`src/rtl/tdc_capture_ctrl.sv`:
```
// Capture sequencer for the carry-chain TDC: synchronizes the measured signal, keeps a
// tap-sample history and emits one coarse/fine timestamp per armed edge. Option: TDC_AUTO_REARM_EN.
module tdc_capture_ctrl #(
   parameter int TAPS       = 10,
   parameter int COARSE_W   = 16,
   parameter int HIST_DEPTH = 4
) (
   input  logic                clk,
   input  logic                rst_n,
   input  logic                arm,
   input  logic                sig_in,
   input  logic [TAPS-1:0]     tap_in,
   output logic                ts_valid,
   input  logic                ts_ready,
   output logic [COARSE_W-1:0] ts_coarse,
   output logic [3:0]          ts_fine,
   output logic                ts_bubble,
   output logic                busy,
   output logic                overrun
);

   localparam int KW = (HIST_DEPTH > 1) ? $clog2(HIST_DEPTH) : 1;

   typedef enum logic [1:0] {S_IDLE, S_ARMED, S_CAPTURE, S_REPORT} state_t;

`ifdef TDC_AUTO_REARM_EN
   localparam state_t AFTER_XFER = S_ARMED;
`else
   localparam state_t AFTER_XFER = S_IDLE;
`endif

   state_t                state_q, state_d;
   logic                  ovr_q, ovr_d;
   logic [COARSE_W-1:0]   cnt_q;
   logic [COARSE_W-1:0]   cntd_q;
   logic                  sq1_q, sq2_q, sq3_q;
   logic [TAPS-1:0]       t1_q;
   logic [TAPS-1:0]       hist_q [HIST_DEPTH];
   logic [TAPS-1:0]       snap_q [HIST_DEPTH];
   logic [COARSE_W-1:0]   coarse_q;
   logic [3:0]            fine_q;
   logic                  bubble_q;
   logic                  edge_w;
   logic [KW-1:0]         sel_k;
   logic [TAPS-1:0]       sel_entry;

   function automatic logic [3:0] popcount(input logic [TAPS-1:0] v);
      logic [3:0] c;
      c = '0;
      for (int i = 0; i < TAPS; i++) begin
         c = c + {3'b000, v[i]};
      end
      return c;
   endfunction

   // A clean thermometer has no set tap above a clear one.
   function automatic logic has_bubble(input logic [TAPS-1:0] v);
      logic b;
      b = 1'b0;
      for (int i = 1; i < TAPS; i++) begin
         if (v[i] && !v[i-1]) b = 1'b1;
      end
      return b;
   endfunction

   assign edge_w = sq2_q & ~sq3_q;

   // Oldest non-empty history entry marks where the edge first entered the delay line.
   always_comb begin
      sel_k     = '0;
      sel_entry = snap_q[0];
      for (int j = 0; j < HIST_DEPTH; j++) begin
         if (snap_q[j] != '0) begin
            sel_k     = KW'(j);
            sel_entry = snap_q[j];
         end
      end
   end

   always_comb begin
      state_d = state_q;
      ovr_d   = ovr_q;
      case (state_q)
         S_IDLE:    if (arm) state_d = S_ARMED;
         S_ARMED:   if (edge_w) state_d = S_CAPTURE;
         S_CAPTURE: begin
            state_d = S_REPORT;
            if (edge_w) ovr_d = 1'b1;
         end
         S_REPORT:  begin
            if (edge_w) ovr_d = 1'b1;
            if (ts_ready) state_d = AFTER_XFER;
         end
         default:   state_d = S_IDLE;
      endcase
      if (arm) ovr_d = 1'b0;
   end

   always_ff @(posedge clk or negedge rst_n) begin
      if (!rst_n) begin
         state_q  <= S_IDLE;
         ovr_q    <= 1'b0;
         cnt_q    <= '0;
         cntd_q   <= '0;
         sq1_q    <= 1'b0;
         sq2_q    <= 1'b0;
         sq3_q    <= 1'b0;
         t1_q     <= '0;
         coarse_q <= '0;
         fine_q   <= '0;
         bubble_q <= 1'b0;
         for (int j = 0; j < HIST_DEPTH; j++) begin
            hist_q[j] <= '0;
            snap_q[j] <= '0;
         end
      end else begin
         state_q <= state_d;
         ovr_q   <= ovr_d;
         cnt_q   <= cnt_q + COARSE_W'(1);
         sq1_q   <= sig_in;
         sq2_q   <= sq1_q;
         sq3_q   <= sq2_q;
         t1_q    <= tap_in;
         hist_q[0] <= t1_q;
         for (int j = 1; j < HIST_DEPTH; j++) begin
            hist_q[j] <= hist_q[j-1];
         end
         if (state_q == S_ARMED && edge_w) begin
            cntd_q <= cnt_q;
            for (int j = 0; j < HIST_DEPTH; j++) begin
               snap_q[j] <= hist_q[j];
            end
         end
         if (state_q == S_CAPTURE) begin
            coarse_q <= cntd_q - COARSE_W'(sel_k);
            fine_q   <= popcount(sel_entry);
            bubble_q <= has_bubble(sel_entry);
         end
      end
   end

   assign ts_valid  = (state_q == S_REPORT);
   assign busy      = (state_q != S_IDLE);
   assign overrun   = ovr_q;
   assign ts_coarse = coarse_q;
   assign ts_fine   = fine_q;
   assign ts_bubble = bubble_q;

endmodule
```
`config.mk`:
```
export PLATFORM = sky130hd
export DESIGN_NAME = tdc_capture_ctrl
export DESIGN_NICKNAME = d
export VERILOG_FILES = /design/src/rtl/tdc_capture_ctrl.sv
export SDC_FILE = /design/constraint.sdc
export NUM_CORES = 1
export LEC_CHECK = 0
export CORE_MARGIN = 4
export CORE_UTILIZATION = 50
export DETAILED_ROUTE_END_ITERATION = 16
export GPL_ROUTABILITY_DRIVEN = 0
export PLACE_DENSITY = 0.69
export SYNTH_ARGS = -nofsm -noshare
export SYNTH_HDL_FRONTEND = slang
export SYNTH_SLANG_ARGS = --single-unit
```
`constraint.sdc`:
```
create_clock -name clk -period 7.4 [get_ports clk]
set_input_delay 1.85 -clock clk [delete_from_list [all_inputs] [get_ports clk]]
set_output_delay 1.85 -clock clk [all_outputs]
set_load 0.01 [all_outputs]
```
==> flow_summary_export.csv <==
group,metric,value,unit
power,power_density,444,mW/mm2
cts,cts-root-buf,"clkbuf_16",
timing,rsz0062_at_grt,"false",
placement,dp_hpwl,7100,um
routing,drt_wl_total,10700,um
timing,tns,0,ns
routing,viasPerCell,5.36,
worst_setup_path,required,7.69,ns
global_routing,grt_antenna_before_repair,0,
logic_synthesis,synth_area_leaders,"dfrtp_1 63%, mux2_2 11%, xnor2_1 2.7%",
worst_setup_path,max_stage_delay,0.58,ns
routing,drc,0,
logic_synthesis,synth_edf_count,0,
logic_synthesis,yosys.area.top_type_share,0.629,
power,switchingPower,1.03,mW
worst_setup_path,critPathLaunchType,"register",
job,drv_cap,0,
status,outcome,"completed",
final_layout,syn2layout_area_growth,19.7,%
worst_setup_path,crit_chain,"or4_4 -> or3_1 -> a211o_2 -> a21oi_1 -> inv_1 -> fa_1 -> fa_1 -> inv_1 -> fa_1 -> inv_1 -> ha_1 -> inv_1 -> fa_1 -> xnor2_1 -> a21oi_1",
floorplanning,initial_core_util,0.515,
cts,cts_hold_buf,0,
floorplanning,dieArea,0.0137,mm2
routing,wl_per_cell,16.6,um
routing,first_pass_iters,4,
worst_setup_path,crit_family,"adder cells",
worst_setup_path,crit_arrival,5.10,ns
cts,cts_max_level,4,
worst_setup_path,cp-end-kind,"register",
global_routing,grt_max_degree,96,
floorplanning,die_h,117,um
logic_synthesis,yosysSeqAreaShare,0.629,
timing,drv_slew,0,
power,clkPwrFrac,0.294,
floorplanning,ios,39,
timing,finalCritPeriodShare,0.650,
power,irDropWorstVdd,0.233,mV
routing,drt_iter0_drc,222,
logic_synthesis,yosysTopAreaCell,"dfrtp_1",
logic_synthesis,syn_inst,442,
routing,dr_total_vias,3459,
worst_setup_path,slowest_stage,"or3_1",
global_routing,grt_pass1_wl,17900,um
timing,maxSlewHeadroom,0.438,
final_layout,final_nets,522,
power,sw_frac_of_total,0.327,
cts,cts.sinks,149,
cts,path_clk_slew,0.06,ns
worst_setup_path,crit_fanout,10,
cts,post_cts_resized,0,
global_routing,grt_overflow,0,
floorplanning,num_rows,39,
power,p_leak,3.17,nW
power,combinationalPowerShare,0.327,
cts,postCtsSetupBuffers,0,
logic_synthesis,synthTopCellsByCount,"149 x dfrtp_1, 58 x mux2_2, 32 x nor2_1, 27 x inv_1",
global_routing,grt.total_usage,0.173,
logic_synthesis,synth.cell_area,0.00593,mm2
logic_synthesis,synth.distinct_cells,46,
logic_synthesis,ys_ff_latch,149,
timing,whs,0.347,ns
logic_synthesis,async_flop_share,1.00,
floorplanning,die_w,117,um
final_layout,diodes,0,
logic_synthesis,ys_warn_count,0,
logic_synthesis,synth_nets,475,
cts,cts_tree,"done",
timing,timing.fmax,208,MHz
timing,hold_viol,0,
logic_synthesis,synth_most_common_cell,"dfrtp_1",
global_routing,grt_pass1_vias,3544,
worst_setup_path,worst-path-buf-inv,4,
cts,clkLatencyLatePin,0.42,ns
logic_synthesis,syn_avg_cell_area,13.4,um2
power,seqPwrFrac,0.379,
logic_synthesis,synth-main-ff-cell,"dfrtp_1",
routing,ant_nets,0,
floorplanning,design.core.area,0.0115,mm2
placement,port_buffers,38,
timing,min_period,4.81,ns
timing,setup_violations,0,
worst_setup_path,worstSetupPathType,"register to register",
timing,skew,0.00734,ns
cts,cts_buffers,17,
final_layout,post_route_cells_drive_above_1_share,0.199,
power,p_int,2.12,mW
cts,clk_path_buf_depth,2,
timing,tightest_slew,0.843,ns
min_path,hp-class,"register to register",
## power groups by stage
| stage | registers (mW) | logic [mW] | clock network (mW) |
|---|---|---|---|
| detailed placement | 1.20 | 1.05 | 0 |
| global placement | 1.20 | 0.985 | 0 |
| finish | 1.20 | 1.03 | 0.927 |
| CTS | 1.19 | 1.05 | 0.943 |
| floorplan | 1.17 | 0.701 | 0 |
| global route | 1.22 | 1.18 | 0.978 |
## routing by layer
layer  global-route usage  vias up  share of wire
met4               0.0688        0          0.014
met1                0.244     1739           0.49
met2                0.257       71           0.46
met3               0.0499       17          0.040
met5                    0        -              0
li1                     -     1632              -
## flip-flops by register name (all words and copies together) (netlist names)
signal     flops
cnt_q         16
cntd_q        16
hist_q        40
overrun        1
snap_q        40
sq1_q          1
sq2_q          1
sq3_q          1
state_q        2
t1_q          10
ts_bubble      1
ts_coarse     16
ts_fine        4
## per-stage QoR
step	instance area, um2	utilization	setup WS (ns)	power [mW]	instances
after global placement	6460	0.561	2.79	2.18	613
after global routing	7100	0.616	2.35	3.38	645
after floorplan	5930	-	2.95	1.87	442
final	7100	0.616	2.59	3.15	645
after detailed placement	6460	0.561	2.62	2.25	613
after CTS	7100	0.616	2.59	3.19	645
## cell families after synthesis
kind of cell | count (synthesis) | share of synthesized area
flops | 149 | 0.629
compound gates | 56 | 0.0661
buf+inv | 40 | 0.0266
xor+xnor | 27 | 0.0399
simple gates | 92 | 0.0783
mux | 60 | 0.114
fa+ha+maj | 18 | 0.0468
## layout by cell type, fill, tap and decap left out, types with 5 or more instances in the layout
master,count
inv_1,27
clkbuf_16,17
ha_1,11
nor3_1,5
dfrtp_1,149
mux2_2,58
nand2_1,12
a21oi_1,18
fa_1,7
xor2_1,9
o21ai_0,10
xnor2_1,18
nand3_1,6
inv_6,7
nor4_1,9
nor2_1,32
nand4_1,5
clkdlybuf4s50_1,37
## worst paths after layout
| path | start | endpoint | slack, ns | cells after the start |
|---|---|---|---|---|
| setup / recovery | snap_q[10] | ts_fine[2] | 2.59 | 15 |
| hold / removal | t1_q[6] | hist_q[36] | 0.35 | 0 |
| setup reg to reg | snap_q[10] | ts_fine[2] | 2.59 | 15 |
| hold reg to reg | t1_q[6] | hist_q[36] | 0.35 | 0 |
| max in group asynchronous | rst_n | t1_q[4] | 4.68 | 2 |
| min in group asynchronous | rst_n | ts_coarse[2] | 1.49 | 1 |
## final cells by class
cell class              instances  area, um2
fillers                       878       4420
clock inverters                14        210
flip-flops and latches        149       3730
inverters                      27        101
clock buffers                  18        429
well taps                     143        179
multi-input cells             253       2050
repair buffers                 41        404
## worst register-to-register path, stage by stage, from the launching register on
cell and delay, ns:
dfrtp_1 0.41, or4_4 0.56, or3_1 0.58, a211o_2 0.39
a21oi_1 0.20, inv_1 0.11, fa_1 0.49, fa_1 0.55
inv_1 0.06, fa_1 0.46, inv_1 0.06, ha_1 0.15
inv_1 0.06, fa_1 0.38, xnor2_1 0.15, a21oi_1 0.08
Power figures use the tool's default switching activity.
